[config.mk]
export PLATFORM = sky130hd
export DESIGN_NAME = pad_row_sequencer
export DESIGN_NICKNAME = d
export VERILOG_FILES = /design/src/rtl/pad_row_sequencer.sv
export SDC_FILE = /design/constraint.sdc
export NUM_CORES = 1
export LEC_CHECK = 0
export CAP_MARGIN = 0
export CORE_AREA = 2 2 129 131
export DETAILED_ROUTE_END_ITERATION = 10
export DIE_AREA = 0 0 131 133
export PLACE_DENSITY = 0.93
export SLEW_MARGIN = 15
export SYNTH_ARGS = -nofsm -noshare
export SYNTH_HDL_FRONTEND = slang
export SYNTH_SLANG_ARGS = --single-unit
[constraint.sdc]
create_clock -name clk -period 4 [get_ports clk]
set_input_delay 0.6 -clock clk [delete_from_list [all_inputs] [get_ports clk]]
set_output_delay 0.6 -clock clk [all_outputs]
set_load 0.01 [all_outputs]
[src/rtl/pad_row_sequencer.sv]
// pad_row_sequencer
//   Feeds the convolution padding stage one padded frame at a time. A frame is
//   ROWS rows of CHUNKS chunks: an all-zero top row, ROWS-2 rows taken from the
//   input stream, and an all-zero bottom row.
//
// Ports
//   clk         rising-edge clock
//   reset       asynchronous, active-low reset
//   start       frame start pulse, only looked at in IDLE
//   in_valid    source presents a chunk on R_in/G_in/B_in
//   in_ready    sequencer takes the chunk this cycle (high only in ROW)
//   R_in/G_in/B_in   input colour chunks, DW bits each
//   en          count/cycle/R_out/G_out/B_out carry a new beat this cycle
//   count       chunk index of the current beat (0..CHUNKS-1)
//   cycle       row index of the current beat (0..ROWS-1)
//   R_out/G_out/B_out   registered colour chunks
//   busy        high from start acceptance until frame_done
//   frame_done  one-cycle pulse after the last beat of a frame
//
// Handshake: a chunk is transferred on a rising edge where in_valid and
// in_ready are both high. in_valid may sit high while in_ready is low; the
// source then keeps the same chunk on the bus until it is taken.
module pad_row_sequencer #(
    parameter int DW     = 52,
    parameter int CHUNKS = 8,
    parameter int ROWS   = 416
) (
    input  logic          clk,
    input  logic          reset,
    input  logic          start,
    input  logic          in_valid,
    output logic          in_ready,
    input  logic [DW-1:0] R_in,
    input  logic [DW-1:0] G_in,
    input  logic [DW-1:0] B_in,
    output logic          en,
    output logic [3:0]    count,
    output logic [8:0]    cycle,
    output logic [DW-1:0] R_out,
    output logic [DW-1:0] G_out,
    output logic [DW-1:0] B_out,
    output logic          busy,
    output logic          frame_done
);

    localparam int CW = (CHUNKS > 1) ? $clog2(CHUNKS) : 1;
    localparam int RW = (ROWS > 1) ? $clog2(ROWS) : 1;

    localparam logic [CW-1:0] LAST_CHUNK    = CW'(CHUNKS - 1);
    localparam logic [RW-1:0] LAST_DATA_ROW = RW'(ROWS - 2);
    localparam logic [8:0]    BOT_ROW       = 9'(ROWS - 1);

    typedef enum logic [2:0] {
        IDLE,
        PAD_TOP,
        ROW,
        PAD_BOT,
        DONE
    } state_t;

    state_t        state;
    logic [CW-1:0] chunk;
    logic [RW-1:0] row;
    logic          last_chunk;
    logic          accept;

    assign last_chunk = (chunk == LAST_CHUNK);
    assign in_ready   = (state == ROW);
    assign accept     = in_valid & in_ready;

    always_ff @(posedge clk or negedge reset) begin
        if (!reset) begin
            state      <= IDLE;
            chunk      <= '0;
            row        <= '0;
            en         <= 1'b0;
            count      <= '0;
            cycle      <= '0;
            R_out      <= '0;
            G_out      <= '0;
            B_out      <= '0;
            busy       <= 1'b0;
            frame_done <= 1'b0;
        end else begin
            // en and frame_done are single-cycle strobes; count/cycle/data
            // hold whenever no beat is produced.
            en         <= 1'b0;
            frame_done <= 1'b0;
            case (state)
                IDLE: begin
                    if (start) begin
                        state <= PAD_TOP;
                        busy  <= 1'b1;
                        chunk <= '0;
                        row   <= '0;
                    end
                end
                PAD_TOP: begin
                    en    <= 1'b1;
                    count <= 4'(chunk);
                    cycle <= '0;
                    R_out <= '0;
                    G_out <= '0;
                    B_out <= '0;
                    if (last_chunk) begin
                        chunk <= '0;
                        row   <= RW'(1);
                        state <= ROW;
                    end else begin
                        chunk <= chunk + 1'b1;
                    end
                end
                ROW: begin
                    if (accept) begin
                        en    <= 1'b1;
                        count <= 4'(chunk);
                        cycle <= 9'(row);
                        R_out <= R_in;
                        G_out <= G_in;
                        B_out <= B_in;
                        if (last_chunk) begin
                            chunk <= '0;
                            row   <= row + 1'b1;
                            if (row == LAST_DATA_ROW) begin
                                state <= PAD_BOT;
                            end
                        end else begin
                            chunk <= chunk + 1'b1;
                        end
                    end
                end
                PAD_BOT: begin
                    en    <= 1'b1;
                    count <= 4'(chunk);
                    cycle <= BOT_ROW;
                    R_out <= '0;
                    G_out <= '0;
                    B_out <= '0;
                    if (last_chunk) begin
                        chunk <= '0;
                        state <= DONE;
                    end else begin
                        chunk <= chunk + 1'b1;
                    end
                end
                DONE: begin
                    frame_done <= 1'b1;
                    busy       <= 1'b0;
                    state      <= IDLE;
                end
                default: begin
                    state <= IDLE;
                end
            endcase
        end
    end

endmodule

Word level (Yosys, flattened, before mapping)
Index checks and enable logic that the tools add are counted.
{"block": "classes", "bitwise_logic": 1, "n_shift": 0, "muxes": 31, "addsub": 2, "multipliers": 0, "magnitude_cmp": 0, "reduce_logical": 13, "n_eq_ne": 12, "n_div": 0}
{"cell": "$pmux W52 S2", "count": 3}
{"cell": "$mux W52", "count": 3}
{"cell": "$pmux W9 S3", "count": 2}
{"cell": "$mux W9", "count": 5}
{"cell": "$mux W3", "count": 9}
{"cell": "$pmux W3 S4", "count": 1}
{"cell": "$add A9 B1 Y9 const B", "count": 1}
{"cell": "$eq A9 B9 Y1 const B", "count": 1}
{"cell": "$pmux W3 S3", "count": 1}
{"cell": "$reduce_bool A3 Y1", "count": 3}
{"cell": "$pmux W4 S2", "count": 1}
{"cell": "$eq A3 B2 Y1 const B", "count": 2}
{"cell": "$eq A3 B3 Y1 const B", "count": 2}
{"cell": "$ne A2 B1 Y1 const B", "count": 3}
{"cell": "$ne A2 B2 Y1 const B", "count": 3}
{"cell": "$reduce_and A2 Y1", "count": 3}
{"cell": "$reduce_and A6 Y1", "count": 1}
{"cell": "$reduce_and A5 Y1", "count": 1}
{"cell": "$mux W4", "count": 1}
{"cell": "$pmux W1 S2", "count": 2}
{"cell": "$reduce_bool A2 Y1", "count": 2}
{"cell": "$add A3 B1 Y3 const B", "count": 1}
{"cell": "$eq A3 B1 Y1 const B", "count": 1}
{"cell": "$logic_not A3 Y1", "count": 1}
{"cell": "4 further kinds", "count": 6}
{"block": "totals", "ram_bits": 0, "input_bits": 160, "mem_count": 0, "mem_bits_ro": 0, "word_cells": 70, "latchBits": 0, "output_inout_bits": 173, "ff_bits": 187}

Logic depth before layout (Yosys ltp)
{"block": "logic_depth", "word_depth": 5, "ltp_mapped": 8, "depth_no_buf": 6}

Least setup slack after synthesis
OpenSTA, ideal clock, no wires.
{"block": "synth_path", "path_type": "input to register", "from": "input port in_valid", "to": "register row[8]", "required_time_ns": 3.931, "path_buffers": 2, "setup_ns": 0.069, "stages": 6, "t_arrival_ns": 1.734, "slack_ns": 2.197, "cell_sequence": "buf_4 and4bb_2 buf_2 a211oi_2 or4_1 nand3_1"}
{"block": "synth_between", "elab_chain_cells": 3}
{"item": "start: declaration", "line_no": "31", "text": "input logic in_valid,"}
{"item": "$and A1 B1 Y1", "line_no": "69", "text": "assign accept = in_valid & in_ready;"}
{"item": "$ne A2 B1 Y1 (no source line)"}
{"item": "$reduce_and A5 Y1 (no source line)"}
{"item": "end signal: assignment", "line_no": "123", "text": "row <= row + 1'b1;"}
{"item": "end: declaration", "line_no": "63", "text": "logic [RW-1:0] row;"}
Every way passes these cells.
A chain may end at the register's enable or synchronous reset.

Worst setup path after layout
{"block": "layout_path", "from": "register state[0]", "to": "output port in_ready"}
{"block": "layout_between", "elab_chain_cells": 1}
{"item": "start: declaration", "line_no": "61", "text": "state_t state;"}
{"item": "start signal: assignment", "line_no": "73", "text": "state <= IDLE;"}
{"item": "start signal: assignment", "line_no": "92", "text": "state <= PAD_TOP;"}
{"item": "start signal: assignment", "line_no": "108", "text": "state <= ROW;"}
{"item": "$eq A3 B2 Y1", "line_no": "68", "text": "assign in_ready = (state == ROW);"}
{"item": "end: declaration", "line_no": "32", "text": "output logic in_ready,"}
Every way passes these cells.

==> results.yml <==
run_status:
  status: "completed"
grt:
  grt_remaining_overflow: 0
  grt_max_degree: 163
  track_usage: 0.239
  grt_pass1_vias: 5629
  antenna_found_initial: 0
  grt_pass1_wl_um: 31500
clock_network:
  postCtsSetupBuffers: 0
  htree_levels: 4
  cts-root-buf: "clkbuf_16"
  ctsHoldBuffers: 0
  cts_buffer_depth: 2
  clock-sinks: 186
  path_clk_slew_ps: 70
  post_cts_resize_count: 0
  insertion_delay_ps: 430
  cts_made_buffers: 17
  tritoncts: "done"
placement:
  gp_congestion: 0.816
  portBuffers: 331
  dp_hpwl_um: 14700
cells_and_area:
  layout_commonest_cell: "clkdlybuf4s50_1"
  n_antenna_cell: 0
  area_growth_syn_to_layout_pct: 58.8
  layout_common_cells: "clkdlybuf4s50_1, dfrtp_1, a22o_1, nand2_1, o21ai_0"
  post-route-util: 0.676
  final_nets: 973
  drive_gt1_frac: 0.0536
detailed_routing:
  vias_per_cell: 5.36
  drt-total-wl_um: 21000
  antenna_left: 0
  drtPass1Iterations: 4
  vias: 5577
  drc: 0
  avgRoutedWirePerCell_um: 20.2
  drt-initial-drc-count: 329
critical_path:
  crit_arrival_ps: 2230
  crit_path_cell_trace: "or3b_4, inv_1, clkdlybuf4s50_1"
  cpLargestDelayFamily: "buffers and inverters"
  critPathKind: "register to primary output"
  critPathMaxStageDelay_ps: 590
  crit_start: "state[0]"
  endpoint_kind: "primary output"
  crit_slowest_cell: "clkdlybuf4s50_1"
  critPathMaxFanout: 17
  worstSetupStartpointType: "register"
  cp_num_buf_inv: 2
  reg2reg_from: "state[0]"
  cp.required_ps: 3400
power_and_ir_drop:
  p_leak_nw: 4.88
  max-vdd-ir-drop_mv: 0.543
  p_per_area_mw_per_mm2: 566
synth:
  yosys_warnings: 0
  synth_cell_type_count: 37
  syn_nets: 665
  synth_edf_count: 0
  ys.flop_type: "dfrtp_1"
  yosysSeqAreaShare: 0.676
  netlist_area_sq_mm: 0.00689
  ys_async_sr_fraction: 1.00
  yosys_register_bits: 186
  synthCells: 501
  postSynthAreaPerCell_sq_um: 13.7
floorplan:
  core_area_sq_mm: 0.0162
  die_h_um: 133
  initial_core_util: 0.426
  die_area_sq_mm: 0.0174
  rows: 47
  die_w_um: 131
  ios: 333
sta:
  fmax_mhz: 353
  hold_viol: 0
  timing.final.crit_share: 0.708
  rsz0062_at_grt: "no"
  whs_ps: 269
  worst_pin_slew_ps: 865
  fin_worst_skew_ps: 6.60
  slew_headroom: 0.423
  period_minus_slack_ps: 2830
  slew_viol_final: 0
  setup_viol: 0
  finalSetupTns_ps: 0
flow_run:
  drv_cap: 0
worst_hold_path:
  hold_path_class: "input pin to asynchronous set/reset pin"
## cell usage after synthesis (2+ instances only)
cell / count / area share
dfrtp_1: 186 / 0.68
nand2b_1: 2 / 0.0018
nand2_1: 24 / 0.013
o31ai_1: 2 / 0.0022
a21oi_1: 10 / 0.0073
o21ai_0: 22 / 0.016
buf_1: 8 / 0.0044
inv_1: 4 / 0.0022
buf_4: 3 / 0.0033
a31oi_1: 2 / 0.0018
nand4_1: 3 / 0.0027
nor2_1: 7 / 0.0038
clkbuf_1: 17 / 0.0093
buf_6: 2 / 0.0033
and3_1: 4 / 0.0036
buf_2: 16 / 0.012
nand3_1: 8 / 0.0058
ha_1: 4 / 0.0073
and4bb_2: 2 / 0.0036
a22o_1: 158 / 0.20
## final cells by class
cell class,count,area [sq um]
Clock buffer,18,439
Timing Repair Buffer,335,3380
Clock inverter,13,165
Fill cell,1124,5230
Multi-Input combinational cell,265,2000
Tap cell,220,275
Sequential cell,186,4650
Inverter,4,15.0
## power breakdown
part | leakage (nW) | internal [W] | total (W) | switching, W
clock | 0.297 | 0.00100 | 0.00174 | 0.000740
sequential | 2.54 | 0.00223 | 0.00249 | 0.000261
combinational | 2.04 | 0.000993 | 0.00196 | 0.000968
total | 4.88 | 0.00423 | 0.00619 | 0.00197
## sequential cells by signal, summed over array words and instances (netlist names)
name / flops
cycle: 9
count: 3
R_out: 52
en: 1
G_out: 52
state: 3
B_out: 52
busy: 1
chunk: 3
frame_done: 1
row: 9
## routing by layer
| metal | vias up | routed length (um) | global-route usage |
|---|---|---|---|
| li1 | 2503 | - | - |
| met1 | 2778 | 8270 | 0.291 |
| met2 | 247 | 10400 | 0.388 |
| met3 | 49 | 1660 | 0.0776 |
| met4 | 0 | 713 | 0.103 |
| met5 | - | 0 | 0 |
## final timing paths
path / slack [ps] / end / cells after the start
worst max-delay path: 1170 / in_ready / 3
worst min register to register: 480 / cycle[6] / 2
min in group clk: 480 / cycle[6] / 2
max in group asynchronous: 2820 / B_out[44] / 2
worst max register to register: 1700 / R_out[10] / 4
worst min-delay path: 270 / count[2] / 1
## per-stage QoR
stage	std cells	total power, W	setup WS [ps]	cell area, sq um
final	1041	0.00619	1170	10900
after global routing	1041	0.00649	1090	10900
after CTS	1041	0.00624	1170	10900
after detailed placement	1010	0.00447	1120	10300
after global placement	1010	0.00440	1180	10300
after floorplan	501	0.00341	2200	6890
## cells by family (layout without fill, tap and decap cells)
group,count (synthesis),in the layout,synth area share
buffers and inverters,50,370,0.0340
XOR/XNOR,1,1,0.00127
adder cells (fa/ha/maj),4,4,0.00727
AO/OA/AOI/OAI,198,198,0.234
AND/OR/NAND/NOR,61,61,0.0474
other,1,1,0.000545
flip-flops,186,186,0.676
Power figures use the tool's default switching activity.
